===== src/rtl/state_reader_pkg.sv =====
// Shared permutation-state parameters and the state-reader FSM encoding.
package state_reader_pkg;

    localparam int unsigned LINEW = 25;
    localparam int unsigned DEPTH = 64;
    localparam int unsigned AW    = 6;

    typedef enum logic [1:0] {
        ST_IDLE   = 2'd0,
        ST_FETCH  = 2'd1,
        ST_DRAIN  = 2'd2,
        ST_FINISH = 2'd3
    } rd_state_e;

endpackage


===== src/rtl/state_reader_line_fifo2.sv =====
// Two-entry line FIFO carrying a data word plus a last-line flag.
module line_fifo2 #(
    parameter int unsigned W = 25
) (
    input  logic         clk,
    input  logic         rst,
    input  logic         push,
    input  logic [W-1:0] push_data,
    input  logic         push_last,
    input  logic         pop,
    output logic         full,
    output logic         empty,
    output logic [W-1:0] head_data,
    output logic         head_last
);

    logic [W-1:0] data_q [2];
    logic [W-1:0] data_d [2];
    logic [1:0]   last_q, last_d;
    logic         wr_ptr_q, wr_ptr_d;
    logic         rd_ptr_q, rd_ptr_d;
    logic [1:0]   count_q, count_d;
    logic         do_push, do_pop;

    assign full      = (count_q == 2'd2);
    assign empty     = (count_q == 2'd0);
    assign do_push   = push & ~full;
    assign do_pop    = pop & ~empty;
    assign head_data = data_q[rd_ptr_q];
    assign head_last = last_q[rd_ptr_q];

    always_comb begin
        data_d   = data_q;
        last_d   = last_q;
        wr_ptr_d = wr_ptr_q;
        rd_ptr_d = rd_ptr_q;
        count_d  = count_q;
        if (do_push) begin
            data_d[wr_ptr_q] = push_data;
            last_d[wr_ptr_q] = push_last;
            wr_ptr_d         = ~wr_ptr_q;
        end
        if (do_pop) begin
            rd_ptr_d = ~rd_ptr_q;
        end
        // Simultaneous push and pop leaves the count unchanged.
        case ({do_push, do_pop})
            2'b10:   count_d = count_q + 2'd1;
            2'b01:   count_d = count_q - 2'd1;
            default: count_d = count_q;
        endcase
    end

    always_ff @(posedge clk or posedge rst) begin
        if (rst) begin
            data_q   <= '{default: '0};
            last_q   <= '0;
            wr_ptr_q <= 1'b0;
            rd_ptr_q <= 1'b0;
            count_q  <= '0;
        end else begin
            data_q   <= data_d;
            last_q   <= last_d;
            wr_ptr_q <= wr_ptr_d;
            rd_ptr_q <= rd_ptr_d;
            count_q  <= count_d;
        end
    end

endmodule


===== src/rtl/state_reader.sv =====
// Streams the whole state memory out, line 0..DEPTH-1, through a 2-entry FIFO
// with one-line-per-cycle throughput and outReady backpressure.
module state_reader
    import state_reader_pkg::*;
#(
    parameter int unsigned LINEW = state_reader_pkg::LINEW,
    parameter int unsigned DEPTH = state_reader_pkg::DEPTH,
    parameter int unsigned AW    = state_reader_pkg::AW
) (
    input  logic             clk,
    input  logic             rst,
    input  logic             start,
    output logic [AW-1:0]    memAddr,
    output logic             memRead,
    input  logic [LINEW-1:0] memData,
    output logic [LINEW-1:0] outData,
    output logic             outValid,
    input  logic             outReady,
    output logic             outLast,
    output logic             busy,
    output logic             done
);

    rd_state_e        state_q, state_d;
    logic [AW-1:0]    addr_q, addr_d;
    logic             inflight_q, inflight_d;
    logic             inflight_last_q, inflight_last_d;
    logic             fifo_full, fifo_empty, head_last, pop, rd_en, addr_is_last;
    logic [LINEW-1:0] head_data;
    logic [1:0]       occupancy;

    assign occupancy    = fifo_full ? 2'd2 : (fifo_empty ? 2'd0 : 2'd1);
    assign pop          = ~fifo_empty & outReady;
    assign addr_is_last = (addr_q == AW'(DEPTH - 1));

    always_comb begin
        state_d         = state_q;
        addr_d          = addr_q;
        rd_en           = 1'b0;
        inflight_d      = 1'b0;
        inflight_last_d = 1'b0;
        case (state_q)
            ST_IDLE: begin
                if (start) begin
                    state_d = ST_FETCH;
                    addr_d  = '0;
                end
            end
            ST_FETCH: begin
                // occupancy + inflight - pop < 2, rearranged to stay unsigned
                if (({1'b0, occupancy} + {2'b00, inflight_q}) < (3'd2 + {2'b00, pop})) begin
                    rd_en           = 1'b1;
                    inflight_d      = 1'b1;
                    inflight_last_d = addr_is_last;
                    addr_d          = addr_is_last ? '0 : addr_q + AW'(1);
                    if (addr_is_last) begin
                        state_d = ST_DRAIN;
                    end
                end
            end
            ST_DRAIN: begin
                if (pop && head_last) begin
                    state_d = ST_FINISH;
                end
            end
            ST_FINISH: state_d = ST_IDLE;
            default:   state_d = ST_IDLE;
        endcase
    end

    always_ff @(posedge clk or posedge rst) begin
        if (rst) begin
            state_q         <= ST_IDLE;
            addr_q          <= '0;
            inflight_q      <= 1'b0;
            inflight_last_q <= 1'b0;
        end else begin
            state_q         <= state_d;
            addr_q          <= addr_d;
            inflight_q      <= inflight_d;
            inflight_last_q <= inflight_last_d;
        end
    end

    line_fifo2 #(.W(LINEW)) u_fifo (
        .clk       (clk),
        .rst       (rst),
        .push      (inflight_q),
        .push_data (memData),
        .push_last (inflight_last_q),
        .pop       (pop),
        .full      (fifo_full),
        .empty     (fifo_empty),
        .head_data (head_data),
        .head_last (head_last)
    );

    assign memAddr  = addr_q;
    assign memRead  = rd_en;
    assign outValid = ~fifo_empty;
    assign outData  = head_data;
    assign outLast  = ~fifo_empty & head_last;
    assign busy     = (state_q != ST_IDLE);
    assign done     = (state_q == ST_FINISH);

endmodule


===== config.mk =====
export PLATFORM = sky130hd
export DESIGN_NAME = state_reader
export DESIGN_NICKNAME = d
export VERILOG_FILES = /design/src/rtl/state_reader_pkg.sv /design/src/rtl/state_reader_line_fifo2.sv /design/src/rtl/state_reader.sv
export SDC_FILE = /design/constraint.sdc
export NUM_CORES = 1
export LEC_CHECK = 0
export CAP_MARGIN = 20
export CORE_MARGIN = 1.5
export CORE_UTILIZATION = 55
export DETAILED_ROUTE_END_ITERATION = 10
export PLACE_DENSITY = 0.91
export SYNTH_ARGS = -nofsm -noshare
export SYNTH_HDL_FRONTEND = slang
export SYNTH_HIERARCHICAL = 1
export SYNTH_SLANG_ARGS = --single-unit

===== constraint.sdc =====
create_clock -name clk -period 7.7 [get_ports clk]
set_clock_uncertainty 0.2 [all_clocks]
set_input_delay 2.31 -clock clk [delete_from_list [all_inputs] [get_ports clk]]
set_output_delay 2.31 -clock clk [all_outputs]
set_load 0.005 [all_outputs]

==> flow_metrics.env <==
export IMPL_grt_pass1_vias=2020
export IMPL_drtIter0Drc=54
export IMPL_rr_endpoint="memAddr[4]"
export IMPL_grt_max_degree=57
export IMPL_overflow=0
export IMPL_period_share_pct=83.5
export IMPL_synth_area_leader_cell="dfrtp_1"
export IMPL_postLayoutCoreUtil_pct=73.0
export IMPL_holdWs_ns=0.300
export IMPL_synth_area_mm2=0.00321
export IMPL_crit_family="buffers and inverters"
export IMPL_cts_root_buf="clkbuf_8"
export IMPL_status="complete, no violations"
export IMPL_grt_total_usage_pct=21.0
export IMPL_cp_common_cell="clkdlybuf4s50_1"
export IMPL_max_clock_freq_ghz=0.155
export IMPL_synth_seq_cells=66
export IMPL_final_cells=369
export IMPL_cpPeakStageDelay_ns=0.53
export IMPL_port_buffers=64
export IMPL_worstSetupPathType="in2out"
export IMPL_rsz0062_at_grt="no"
export IMPL_post_cts_resized=0
export IMPL_peakVddDrop_uv=320
export IMPL_drc=0
export IMPL_start_kind="input port"
export IMPL_n_fill_cell=371
export IMPL_worstHoldEndpoint="u_fifo/wr_ptr_q"
export IMPL_ctsLongestPathBuffers=2
export IMPL_max_cap_violations=0
export IMPL_yosysWarnings=6
export IMPL_synth_top_area_share_pct=51.4
export IMPL_synthCells=224
export IMPL_syn_nets=261
export IMPL_r2r_slack_ns=5.05
export IMPL_finalNetCount=329
export IMPL_syn_area_per_cell_um2=14.3
export IMPL_synthDistinctLibCells=37
export IMPL_drive_above_1_share_pct=34.7
export IMPL_coreArea_mm2=0.00557
export IMPL_end_kind="primary output"
export IMPL_required_ns=5.19
export IMPL_cts_tree="built"
export IMPL_hold_buffers=0
export IMPL_viasPerCell=5.31
export IMPL_arrival_ns=3.92
export IMPL_fin_crit_ns=6.43
export IMPL_crit_chain="clkdlybuf4s50_1 -> or3b_4 -> a21oi_1 -> clkdlybuf4s50_1"
export IMPL_num_vias=1961
export IMPL_yosysSeqAreaShare_pct=51.4
export IMPL_p_leak_nw=1.77
export IMPL_fin_tns_setup_ns=0
export IMPL_initial_core_util_pct=57.6
export IMPL_hpwlAfterDp_um=4150
export IMPL_r2r_start="u_fifo/count_q[0]"
export IMPL_tightestPinTransition_ns=0.682
export IMPL_dp_cells=353
export IMPL_io_pins=65
export IMPL_routed_wl_um=6050
export IMPL_num_antenna_cells=0
export IMPL_setup_ws_ns=1.27
export IMPL_first_pass_iters=4
export IMPL_hp_class="reg2reg"
export IMPL_crit_buf_inv=2
export IMPL_whs_path_depth=1
export IMPL_slew_viol_final=0
export IMPL_place_ws_ns=1.26
export IMPL_wl_per_cell_um=16.4
export IMPL_drtAntennaViolNets=0
export IMPL_dieArea_mm2=0.00631
export IMPL_syn2layout_area_growth_pct=26.8
export IMPL_cts_sinks=66
export IMPL_relSlewSlack_pct=54.6
export IMPL_antenna_found_initial=0
export IMPL_critPathSlowestCell="clkdlybuf4s50_1"
export IMPL_cp_max_fo=4
export IMPL_clkLatencyLatePin_ns=0.34
export IMPL_die_w_um=79.4
export IMPL_gp_congestion=0.789
export IMPL_path_clk_slew_ns=0.07
export IMPL_grt_pass1_wl_um=9920
export IMPL_hp_start="u_fifo/wr_ptr_q"
export IMPL_reg2reg_depth=7
export IMPL_die_y_um=79.4
export IMPL_post_cts_setup_buffer_count=0
export IMPL_finalHoldViolCount=0
export IMPL_htree_levels=3
export IMPL_synth_area_top_cells="dfrtp_1, mux2_2, mux2_4"
export IMPL_rows=27
export IMPL_cts_inserted_buffers=9
export IMPL_power_density_mw_per_mm2=435
export IMPL_setup_viol=0
==> per-layer routing <==
metal / wire length (µm) / GRT usage [%]
met3: 343 / 7.43
met1: 2680 / 25.4
met4: 48 / 6.84
met5: 0 / 0
met2: 2980 / 35.2
==> report_power, final <==
part / internal, W / total, W / leakage [nW] / switching [W]
Clock: 0.000149 / 0.000280 / 0.0990 / 0.000131
Combinational: 0.000562 / 0.000869 / 0.879 / 0.000306
Sequential: 0.000514 / 0.000622 / 0.797 / 0.000108
Total: 0.00123 / 0.00177 / 1.77 / 0.000545
==> Yosys cell counts (all sizes together) <==
cell type / instances
or2: 1
clkbuf: 1
nor2b: 3
mux2i: 1
nand2: 4
a211oi: 3
a21o: 1
nand3b: 4
xor2: 2
and3: 3
dfrtp: 66
xnor2: 3
ha: 8
mux2: 78
nor2: 4
inv: 9
o21ai: 1
a31oi: 3
o211ai: 4
nand3: 2
or3b: 1
o311a: 1
nand2b: 5
buf: 8
nand4: 1
a21oi: 5
o21a: 1
and2b: 1
==> stage by stage <==
step | area (µm²) | power, W
after floorplan | 3210 | 0.00115
after global placement | 3880 | 0.00146
after detailed placement | 3880 | 0.00150
after CTS | 4070 | 0.00179
after global routing | 4070 | 0.00189
final | 4070 | 0.00177
==> sequential cells by signal (all words and copies together) (netlist names) <==
register,flops
memAddr,6
state_q,2
inflight_q,1
u_fifo/last_q,2
u_fifo/data_q,50
u_fifo/count_q,2
u_fifo/wr_ptr_q,1
u_fifo/rd_ptr_q,1
inflight_last_q,1
==> area by class of cell <==
class	instances	area, µm²	share of cell area, %
clock inverters	7	70.1	1.72
inverters	9	33.8	0.830
flip-flops and latches	66	1650	40.6
repair buffers	66	656	16.1
clock buffers	9	124	3.04
multi-input cells	140	1450	35.5
well taps	72	90.1	2.21
==> worst max path at each step <==
stage | from | to | cells after the start
5_1_grt | outReady | memRead | 4
3_3_place_gp | outReady | memRead | 4
4_1_cts | outReady | memRead | 4
3_5_place_dp | outReady | memRead | 4
2_1_floorplan | outReady | memRead | 2
6_report | outReady | memRead | 4
==> cell families (layout without fill, tap and decap cells) <==
kind of cell / after synthesis / after routing / synth area share, %
AO/OA/AOI/OAI: 19 / 19 / 4.48
XOR/XNOR: 5 / 5 / 1.36
adder cells (fa/ha/maj): 8 / 8 / 3.12
buffers and inverters: 18 / 91 / 3.54
flip-flops: 66 / 66 / 51.4
multiplexers: 79 / 79 / 30.0
AND/OR/NAND/NOR: 29 / 29 / 6.08
==> cell usage in the layout (no fill, tap or decap), types with 4 or more instances in the layout <==
cell type | Yosys | routed
dfrtp_1 | 66 | 66
clkdlybuf4s50_1 | 0 | 64
mux2_2 | 57 | 57
mux2_4 | 20 | 20
clkbuf_8 | 0 | 9
inv_1 | 9 | 8
ha_1 | 8 | 8
a21oi_1 | 5 | 5
nor2_1 | 4 | 4
nand2b_1 | 4 | 4
nand2_1 | 4 | 4
o211ai_1 | 4 | 4
Note: power is estimated with default switching activity, not from simulation.
